===== src/rtl/arp_rx_parser.sv =====
// -----------------------------------------------------------------------------
// arp_rx_parser
//
// Receive-side ARP frame parser. It consumes the raw MAC receive byte stream
// (preamble, SFD, Ethernet header, ARP body). It accepts only ARP frames that
// are addressed to this board (broadcast or BOARD_MAC destination, TPA equal to
// BOARD_IP). For every accepted frame it publishes the sender MAC/IP and the
// operation, and raises a one-cycle completion pulse for the ARP controller.
//
// Ports
//   clk          receive clock, all logic on the rising edge
//   rstn         asynchronous active-low reset
//   rx_valid     byte strobe, high for the whole frame and low between frames
//   rx_data      received byte, preamble first
//   pc_mac       sender hardware address of the last accepted frame
//   pc_ip        sender protocol address of the last accepted frame
//   arp_rx_op    0 = request (OPER 1), 1 = reply (OPER 2) of last accepted frame
//   arp_rx_done  one-cycle pulse per accepted frame; outputs valid in that cycle
// -----------------------------------------------------------------------------
module arp_rx_parser #(
  parameter logic [47:0] BOARD_MAC = 48'h00_11_22_33_44_55,
  parameter logic [31:0] BOARD_IP  = 32'hC0_A8_01_0A
) (
  input  logic        clk,
  input  logic        rstn,
  input  logic        rx_valid,
  input  logic [7:0]  rx_data,
  output logic [47:0] pc_mac,
  output logic [31:0] pc_ip,
  output logic        arp_rx_op,
  output logic        arp_rx_done
);

  // ---------------------------------------------------------------------------
  // State encoding
  // ---------------------------------------------------------------------------
  localparam logic [2:0] S_IDLE     = 3'd0;
  localparam logic [2:0] S_PREAMBLE = 3'd1;
  localparam logic [2:0] S_ETH_HDR  = 3'd2;
  localparam logic [2:0] S_ARP_BODY = 3'd3;
  localparam logic [2:0] S_DONE     = 3'd4;
  localparam logic [2:0] S_WAIT_END = 3'd5;

  localparam logic [7:0] PRE_BYTE = 8'h55;
  localparam logic [7:0] SFD_BYTE = 8'hD5;
  localparam logic [2:0] PRE_NEED = 3'd7;     // preamble bytes required before SFD

  // Byte indices after the SFD that drive control decisions
  localparam logic [5:0] IDX_DST_LAST = 6'd5;
  localparam logic [5:0] IDX_ETH_LAST = 6'd13;
  localparam logic [5:0] IDX_OPER_LO  = 6'd21;
  localparam logic [5:0] IDX_SHA_FIRST = 6'd22;
  localparam logic [5:0] IDX_SHA_LAST  = 6'd27;
  localparam logic [5:0] IDX_SPA_FIRST = 6'd28;
  localparam logic [5:0] IDX_SPA_LAST  = 6'd31;
  localparam logic [5:0] IDX_TPA_FIRST = 6'd38;
  localparam logic [5:0] IDX_TPA_LAST  = 6'd41;
  localparam logic [5:0] IDX_MAX       = 6'd63;

  // ---------------------------------------------------------------------------
  // Registers
  // ---------------------------------------------------------------------------
  logic [2:0]  state;
  logic [2:0]  state_nxt;
  logic [2:0]  pre_cnt;
  logic [5:0]  byte_cnt;

  // Running destination-MAC comparisons; each stays set only while every byte
  // seen so far matches its candidate address.
  logic        dst_bcast;
  logic        dst_board;
  // Running TPA comparison over bytes 38..40; byte 41 is folded in at the end.
  logic        tpa_match;

  logic [47:0] sha_shadow;
  logic [31:0] spa_shadow;
  logic        op_shadow;

  // ---------------------------------------------------------------------------
  // Per-byte decode
  // ---------------------------------------------------------------------------
  logic        hdr_byte;     // a frame byte is being consumed in a header state
  logic        byte_ok;      // current byte satisfies the check for its index
  logic        accept;       // last TPA byte arrives and the whole frame is good
  logic [7:0]  mac_exp;      // BOARD_MAC byte expected at indices 0..4
  logic [7:0]  ip_exp;       // BOARD_IP byte expected at indices 38..40

  assign hdr_byte = rx_valid && ((state == S_ETH_HDR) || (state == S_ARP_BODY));

  // NOTE: every signal assigned in a combinational block receives a default
  // at the top, so no path can leave it unassigned and infer a latch.
  always_comb begin
    mac_exp = 8'h00;
    ip_exp  = 8'h00;
    case (byte_cnt)
      6'd0:  mac_exp = BOARD_MAC[47:40];
      6'd1:  mac_exp = BOARD_MAC[39:32];
      6'd2:  mac_exp = BOARD_MAC[31:24];
      6'd3:  mac_exp = BOARD_MAC[23:16];
      6'd4:  mac_exp = BOARD_MAC[15:8];
      6'd38: ip_exp  = BOARD_IP[31:24];
      6'd39: ip_exp  = BOARD_IP[23:16];
      6'd40: ip_exp  = BOARD_IP[15:8];
      default: ;
    endcase
  end

  // Fixed-field checks. Indices not listed carry data or are ignored.
  always_comb begin
    byte_ok = 1'b1;
    case (byte_cnt)
      6'd5:  byte_ok = (dst_bcast && (rx_data == 8'hFF)) ||
                       (dst_board && (rx_data == BOARD_MAC[7:0]));
      6'd12: byte_ok = (rx_data == 8'h08);   // EtherType 0x0806
      6'd13: byte_ok = (rx_data == 8'h06);
      6'd14: byte_ok = (rx_data == 8'h00);   // HTYPE 0x0001
      6'd15: byte_ok = (rx_data == 8'h01);
      6'd16: byte_ok = (rx_data == 8'h08);   // PTYPE 0x0800
      6'd17: byte_ok = (rx_data == 8'h00);
      6'd18: byte_ok = (rx_data == 8'h06);   // HLEN
      6'd19: byte_ok = (rx_data == 8'h04);   // PLEN
      6'd20: byte_ok = (rx_data == 8'h00);   // OPER high byte
      6'd21: byte_ok = (rx_data == 8'h01) || (rx_data == 8'h02);
      6'd41: byte_ok = tpa_match && (rx_data == BOARD_IP[7:0]);
      default: byte_ok = 1'b1;
    endcase
  end

  assign accept = rx_valid && (state == S_ARP_BODY) &&
                  (byte_cnt == IDX_TPA_LAST) && byte_ok;

  // ---------------------------------------------------------------------------
  // Next-state logic
  // ---------------------------------------------------------------------------
  always_comb begin
    state_nxt = state;
    case (state)
      S_IDLE: begin
        if (rx_valid) begin
          // Anything but a preamble byte means we joined a frame mid-way.
          state_nxt = (rx_data == PRE_BYTE) ? S_PREAMBLE : S_WAIT_END;
        end
      end

      S_PREAMBLE: begin
        if (!rx_valid) begin
          state_nxt = S_IDLE;
        end else if ((rx_data == PRE_BYTE) && (pre_cnt < PRE_NEED)) begin
          state_nxt = S_PREAMBLE;
        end else if ((rx_data == SFD_BYTE) && (pre_cnt == PRE_NEED)) begin
          state_nxt = S_ETH_HDR;
        end else begin
          // Short preamble, overlong preamble or a stray byte.
          state_nxt = S_WAIT_END;
        end
      end

      S_ETH_HDR: begin
        if (!rx_valid) begin
          state_nxt = S_IDLE;
        end else if (!byte_ok) begin
          state_nxt = S_WAIT_END;
        end else if (byte_cnt == IDX_ETH_LAST) begin
          state_nxt = S_ARP_BODY;
        end
      end

      S_ARP_BODY: begin
        if (!rx_valid) begin
          state_nxt = S_IDLE;
        end else if (!byte_ok) begin
          state_nxt = S_WAIT_END;
        end else if (byte_cnt == IDX_TPA_LAST) begin
          state_nxt = S_DONE;
        end
      end

      // DONE deliberately ignores rx_valid so a frame ending right after
      // byte 41 still completes.
      S_DONE: state_nxt = S_WAIT_END;

      // Swallow padding and FCS until the frame strobe drops.
      S_WAIT_END: begin
        if (!rx_valid) begin
          state_nxt = S_IDLE;
        end
      end

      default: state_nxt = S_IDLE;
    endcase
  end

  // ---------------------------------------------------------------------------
  // Sequential state and datapath
  // ---------------------------------------------------------------------------
  // NOTE: clocked state uses non-blocking assignments so every register samples
  // the pre-edge values, independent of statement order.
  always_ff @(posedge clk or negedge rstn) begin
    if (!rstn) begin
      state       <= S_IDLE;
      pre_cnt     <= 3'd0;
      byte_cnt    <= 6'd0;
      dst_bcast   <= 1'b0;
      dst_board   <= 1'b0;
      tpa_match   <= 1'b0;
      sha_shadow  <= 48'h0;
      spa_shadow  <= 32'h0;
      op_shadow   <= 1'b0;
      pc_mac      <= 48'h0;
      pc_ip       <= 32'h0;
      arp_rx_op   <= 1'b0;
      arp_rx_done <= 1'b0;
    end else begin
      state <= state_nxt;

      // Preamble length tracking
      if ((state == S_IDLE) && rx_valid && (rx_data == PRE_BYTE)) begin
        pre_cnt <= 3'd1;
      end else if ((state == S_PREAMBLE) && rx_valid && (rx_data == PRE_BYTE) &&
                   (pre_cnt < PRE_NEED)) begin
        pre_cnt <= pre_cnt + 3'd1;
      end

      // SFD accepted: arm the byte index and the running comparisons.
      if ((state == S_PREAMBLE) && (state_nxt == S_ETH_HDR)) begin
        byte_cnt  <= 6'd0;
        dst_bcast <= 1'b1;
        dst_board <= 1'b1;
        tpa_match <= 1'b1;
      end else if (hdr_byte) begin
        // Saturating index; it can never wrap back onto a checked field.
        if (byte_cnt != IDX_MAX) begin
          byte_cnt <= byte_cnt + 6'd1;
        end

        if (byte_cnt < IDX_DST_LAST) begin
          dst_bcast <= dst_bcast && (rx_data == 8'hFF);
          dst_board <= dst_board && (rx_data == mac_exp);
        end

        if (byte_cnt == IDX_OPER_LO) begin
          op_shadow <= (rx_data == 8'h02);
        end

        if ((byte_cnt >= IDX_SHA_FIRST) && (byte_cnt <= IDX_SHA_LAST)) begin
          sha_shadow <= {sha_shadow[39:0], rx_data};
        end

        if ((byte_cnt >= IDX_SPA_FIRST) && (byte_cnt <= IDX_SPA_LAST)) begin
          spa_shadow <= {spa_shadow[23:0], rx_data};
        end

        if ((byte_cnt >= IDX_TPA_FIRST) && (byte_cnt < IDX_TPA_LAST)) begin
          tpa_match <= tpa_match && (rx_data == ip_exp);
        end
      end

      // Publish at the edge that enters DONE so the results are already
      // stable during the single cycle in which arp_rx_done is high. All
      // shadow fields are complete by then (SPA ends at byte 31).
      arp_rx_done <= accept;
      if (accept) begin
        pc_mac    <= sha_shadow;
        pc_ip     <= spa_shadow;
        arp_rx_op <= op_shadow;
      end
    end
  end

endmodule

===== config.mk =====
export PLATFORM = sky130hd
export DESIGN_NAME = arp_rx_parser
export DESIGN_NICKNAME = d
export VERILOG_FILES = /design/src/rtl/arp_rx_parser.sv
export SDC_FILE = /design/constraint.sdc
export NUM_CORES = 1
export LEC_CHECK = 0
export CORE_ASPECT_RATIO = 0.5
export CORE_UTILIZATION = 54
export CTS_CLUSTER_DIAMETER = 120
export CTS_CLUSTER_SIZE = 28
export DETAILED_ROUTE_END_ITERATION = 6
export PLACE_DENSITY = 0.83
export SYNTH_ARGS = -nofsm -noshare
export SYNTH_HDL_FRONTEND = slang
export SYNTH_SLANG_ARGS = --single-unit

===== constraint.sdc =====
create_clock -name clk -period 2.95 [get_ports clk]
set_input_delay 0.59 -clock clk [delete_from_list [all_inputs] [get_ports clk]]
set_output_delay 0.59 -clock clk [all_outputs]
set_load 0.01 [all_outputs]

==> reports/summary.txt, run 1 <==
outcome -> completed
Worst EP required -> 3240 ps
grt peak-use layer -> met2
grt ovf -> 0
design area -> 0.009448 mm²
VDD IR max -> 375.0 µV
Setup TNS -> 0 ps
clk buf depth -> 2
Mapped Area -> 0.007556 mm²
Synth Instances -> 546
Hold Vio Cnt, Final -> 0
maximum clock frequency -> 389.4 MHz
Leakage -> 4.558 nW
root buffer cell -> clkbuf_16
Pwr Density -> 518.3 mW/mm²
EDFF count, synth -> 0
die width -> 169.3 µm
fin nets -> 663
met1 Use GR -> 30.59%
Setup crit start kind -> register
Post-Place Cell Area -> 0.008835 mm²
router iterations before antenna repair -> 5
first-pass GRT wire length -> 25160 µm
max cap viols -> 0
Crit path arrival time -> 2860 ps
largest net degree at the start of global routing -> 67
full die area -> 0.01450 mm²
clock sinks -> 178
crit end category -> register
dominant synthesized flop cell -> dfrtp_1
I/O Buffers -> 92
final max-slew violation count -> 0
row count -> 30
Hold Crit Class -> in -> async
Hold-fix buffers, CTS -> 0
RSZ-0062 raised after global routing -> false
Setup WS post-layout -> 381.8 ps
clock-pin slew on the worst setup and hold paths -> 80 ps
Min Hold Slack -> 130.6 ps
slew of the pin with the lowest slew margin -> 564.9 ps
area of the core -> 0.01359 mm²
pre-CTS WS -> 172.0 ps
DRC viols -> 0
clock skew -> 11.03 ps
CTS Buf Count -> 17
Die Span Y -> 85.65 µm
drt total wl -> 15140 µm
Tcrit/Tclk final -> 87.06%
worst setup path category -> reg -> reg
DR vias -> 4740
crit-path max FO -> 12
initial antenna violation count -> 0
DR WL/cell -> 17.81 µm
Initial Util -> 55.61%
met2 Usage GRT -> 36.66%
met3 Use GR -> 4.015%
total global-route track usage -> 22.49%
Layout area overhead -> 25.04%
# resized after CTS -> 0
Avg Cell Area, Syn -> 13.84 µm²
Net Count, Synth -> 564
Post-CTS Setup Bufs -> 0
H-Tree Depth -> 4
gpl congestion -> 0.9191
Antenna diodes -> 0
fraction of layout cells with a size suffix above 1 -> 34.95%
ANT nets after route -> 0
Final setup viols -> 0
Total Power -> 0.004896 W
Seq/Total Area, Yosys -> 58.95%
clock latency on the worst-skew pair -> 420 ps
DP HPWL -> 9977 µm
vias in the first global route -> 4815
Avg Vias per Cell -> 5.576
max_slew headroom -> 62.34%
Tmin final -> 2568 ps
CTS tree -> yes
Yosys warnings -> 0
commonest non-fill, non-tap cells in the layout -> dfrtp_1 (178), mux2_2 (162), clkdlybuf4s50_1 (91)
Synth async-reset ratio -> 100.0%
DRT iter0 DRCs -> 385
post-synthesis sequential element count -> 178
most common cell after layout, fill and taps aside -> dfrtp_1
io pins -> 93
Cell variety after synth -> 55
sequential cells by signal, indices dropped and copies added, names as in the netlist:
name,count
state,3
byte_cnt,6
dst_bcast,1
arp_rx_op,1
arp_rx_done,1
dst_board,1
op_shadow,1
pre_cnt,3
sha_shadow,48
pc_mac,48
tpa_match,1
pc_ip,32
spa_shadow,32
through the flow:
step | utilization, % | std cells
floorplan | - | 546
global placement | 65.02 | 818
detailed placement | 65.02 | 818
CTS | 69.53 | 850
global route | 69.53 | 850
finish | 69.53 | 850
power breakdown:
part           total (W)  switching (W)  internal [W]  leakage [nW]
Combinational   0.000175       0.000106     0.0000693          1.78
Clock            0.00222        0.00107       0.00115         0.295
Sequential       0.00250      0.0000446       0.00245          2.48
Total            0.00490        0.00122       0.00367          4.56
synthesized netlist by cell type (4+ instances only):
cell type	instances	area, µm²
a21oi_1	14	70.07
and2_1	4	25.02
and3_1	4	25.02
buf_2	10	50.05
clkbuf_1	23	86.33
dfrtp_1	178	4454
ha_1	7	87.58
inv_1	4	15.01
mux2_2	162	1824
nand2_1	16	60.06
nand3_1	11	55.05
nand4_1	8	50.05
nor2_1	21	78.83
nor2b_1	5	31.28
nor3_1	5	25.02
o21ai_0	10	50.05
xor2_1	4	35.03
path summary, 6_finish.rpt:
kind / startpoint / end / slack (ps) / cells after the start
worst max-delay path: byte_cnt[1] / state[2] / 380 / 7
worst min-delay path: rstn / sha_shadow[47] / 130 / 1
worst max register to register: byte_cnt[1] / state[2] / 380 / 7
worst min register to register: spa_shadow[27] / pc_ip[27] / 500 / 1
max in group asynchronous: rstn / sha_shadow[30] / 2060 / 2
min in group clk: spa_shadow[27] / pc_ip[27] / 500 / 1
cell families after synthesis:
family,synth area share [%]
adders and majority gates,1.159
xor gates and xnor gates,0.5795
DFF,58.95
AOI/OAI and AO/OA,4.703
and+or+nand+nor,8.180
muxes,24.28
buffers and inverters,2.153
critical path, stage by stage (launching register included):
cell      delay (ps)
dfrtp_1          470
ha_1             480
or4bb_1          470
nor4b_2          230
a21oi_1           70
o311a_1          320
o211ai_2         260
o221ai_2         140
metal layers:
| layer | part of all wire [%] | up-vias | wire, µm |
|---|---|---|---|
| met2 | 48 | 121 | 7223 |
| met5 | 0 | - | 0 |
| met1 | 47 | 2415 | 7104 |
| met3 | 3.7 | 27 | 562 |
| li1 | - | 2177 | - |
| met4 | 1.7 | 0 | 250 |
final cells by class:
| class | count | area, µm² |
|---|---|---|
| Clock buffer | 17 | 425.4 |
| Timing Repair Buffer | 114 | 1162 |
| Multi-Input combinational cell | 330 | 2963 |
| Tap cell | 192 | 240.2 |
| Clock inverter | 15 | 187.7 |
| Inverter | 4 | 15.01 |
| Fill cell | 936 | 4140 |
| Sequential cell | 178 | 4454 |
Note: power is estimated with default switching activity, not from simulation.
==> inputs of run 2 (changes only) <==
--- a/config.mk
+++ b/config.mk
@@ -10,7 +10,7 @@
 export CTS_CLUSTER_DIAMETER = 120
 export CTS_CLUSTER_SIZE = 28
 export DETAILED_ROUTE_END_ITERATION = 6
-export PLACE_DENSITY = 0.83
+export PLACE_DENSITY_LB_ADDON = 0.3
 export SYNTH_ARGS = -nofsm -noshare
 export SYNTH_HDL_FRONTEND = slang
 export SYNTH_SLANG_ARGS = --single-unit
==> reports/summary.txt, run 2 (synthesis results as in run 1) <==
Hold Vio Cnt, Final -> 0
Final setup viols -> 0
crit-path max FO -> 18
Min Hold Slack -> 130.6 ps
largest net degree at the start of global routing -> 82
slowest CP cell -> dfrtp_1
CTS tree -> yes
Pwr Density -> 519.9 mW/mm²
Layout area overhead -> 24.87%
area of the multi-input gates -> 0.002963 mm²
Antenna diodes -> 0
crit end category -> register
crit-path cells -> or3b_1, a2111oi_2, a21oi_1, o311a_1, o211ai_2, o221ai_2
largest registers -> pc_mac (48), sha_shadow (48)
max cap viols -> 0
DR WL/cell -> 17.13 µm
H-Tree Depth -> 4
Filler cells -> 965
Worst EP required -> 3250 ps
I/O Buffers -> 92
first-pass GRT wire length -> 24590 µm
max incr delay on CP -> 650 ps
final max-slew violation count -> 0
Die Span Y -> 85.65 µm
clock skew -> 11.90 ps
worst setup path category -> reg -> reg
Post-CTS Setup Bufs -> 0
Setup crit start kind -> register
maximum clock frequency -> 413.3 MHz
Leakage -> 4.553 nW
clock sinks -> 178
vias in the first global route -> 4630
fraction of layout cells with a size suffix above 1 -> 35.00%
total global-route track usage -> 21.84%
most common cell after layout, fill and taps aside -> dfrtp_1
clock latency on the worst-skew pair -> 420 ps
Final Core Density -> 69.44%
full die area -> 0.01450 mm²
max_slew headroom -> 62.85%
io pins -> 93
initial antenna violation count -> 0
root buffer cell -> clkbuf_16
RSZ-0062 raised after global routing -> false
Setup TNS -> 0 ps
Crit path depth -> 6
slew of the pin with the lowest slew margin -> 557.2 ps
Reg area -> 0.004454 mm²
Bufs and invs on worst path -> 0
fin nets -> 665
outcome -> completed
ANT nets after route -> 0
VDD IR max -> 407.9 µV
row count -> 30
Avg Vias per Cell -> 5.484
Hold Crit Class -> in -> async
Setup WS post-layout -> 530.6 ps
clock-pin slew on the worst setup and hold paths -> 70 ps
gpl congestion -> 0.8833
Tcrit/Tclk final -> 82.01%
drt total wl -> 14590 µm
Tmin final -> 2419 ps
Initial Util -> 55.61%
DRC viols -> 0
Top delay family on crit path -> compound AO/OA/AOI/OAI gates
Hold-fix buffers, CTS -> 0
CTS Buf Count -> 17
Total Power -> 0.004905 W
grt ovf -> 0
area of the core -> 0.01359 mm²
Reg2Reg Depth -> 6
router iterations before antenna repair -> 4
# resized after CTS -> 0
Crit path arrival time -> 2720 ps
pre-CTS WS -> 213.9 ps
die width -> 169.3 µm
clk buf depth -> 2
DR vias -> 4672
commonest non-fill, non-tap cells in the layout -> dfrtp_1 (178), mux2_2 (162), clkdlybuf4s50_1 (91)
DP HPWL -> 9803 µm
DRT iter0 DRCs -> 311
==> run 2: cell count changes in the layout (fill, tap and decap cells not counted), sizes merged <==
cell,before,now
buf,23,25
bufinv,0,1
clkbuf,17,18
clkinv,10,7
clkinvlp,0,1
==> run 2: path summary, 6_finish.rpt <==
check	start	to	slack, ps
max	byte_cnt[4]	state[2]	530
min	rstn	pc_mac[36]	130
max reg2reg	byte_cnt[4]	state[2]	530
min reg2reg	spa_shadow[27]	pc_ip[27]	500
max in group asynchronous	rstn	spa_shadow[4]	2030
min in group clk	spa_shadow[27]	pc_ip[27]	500
==> run 2: area by class of cell <==
class                   count  share of cell area, %
well taps                 192                  2.546
clock buffers              18                  4.548
inverters                   4                 0.1591
clock inverters            14                  1.790
flip-flops and latches    178                  47.21
repair buffers            116                  12.35
multi-input cells         330                  31.40
==> run 2: layer usage <==
| layer | GRT usage, % | up-vias | part of all wire, % |
|---|---|---|---|
| met2 | 34.04 | 94 | 48 |
| met4 | 6.798 | 0 | 0.95 |
| met1 | 31.31 | 2390 | 47 |
| met3 | 4.199 | 13 | 4.5 |
| met5 | 0 | - | 0 |
| li1 | - | 2175 | - |
==> run 2: stage by stage <==
| step | instance area, µm² | instances |
|---|---|---|
| 5_1_grt | 9435 | 852 |
| 6_report | 9435 | 852 |
| 3_5_place_dp | 8837 | 820 |
| 3_3_place_gp | 8837 | 820 |
| 4_1_cts | 9435 | 852 |
| 2_1_floorplan | 7556 | 546 |
==> run 2: where the power goes <==
group,internal [W],switching (W)
clock,0.00121,0.00103
sequential,0.00245,0.0000409
combinational,0.0000700,0.000104
total,0.00373,0.00118
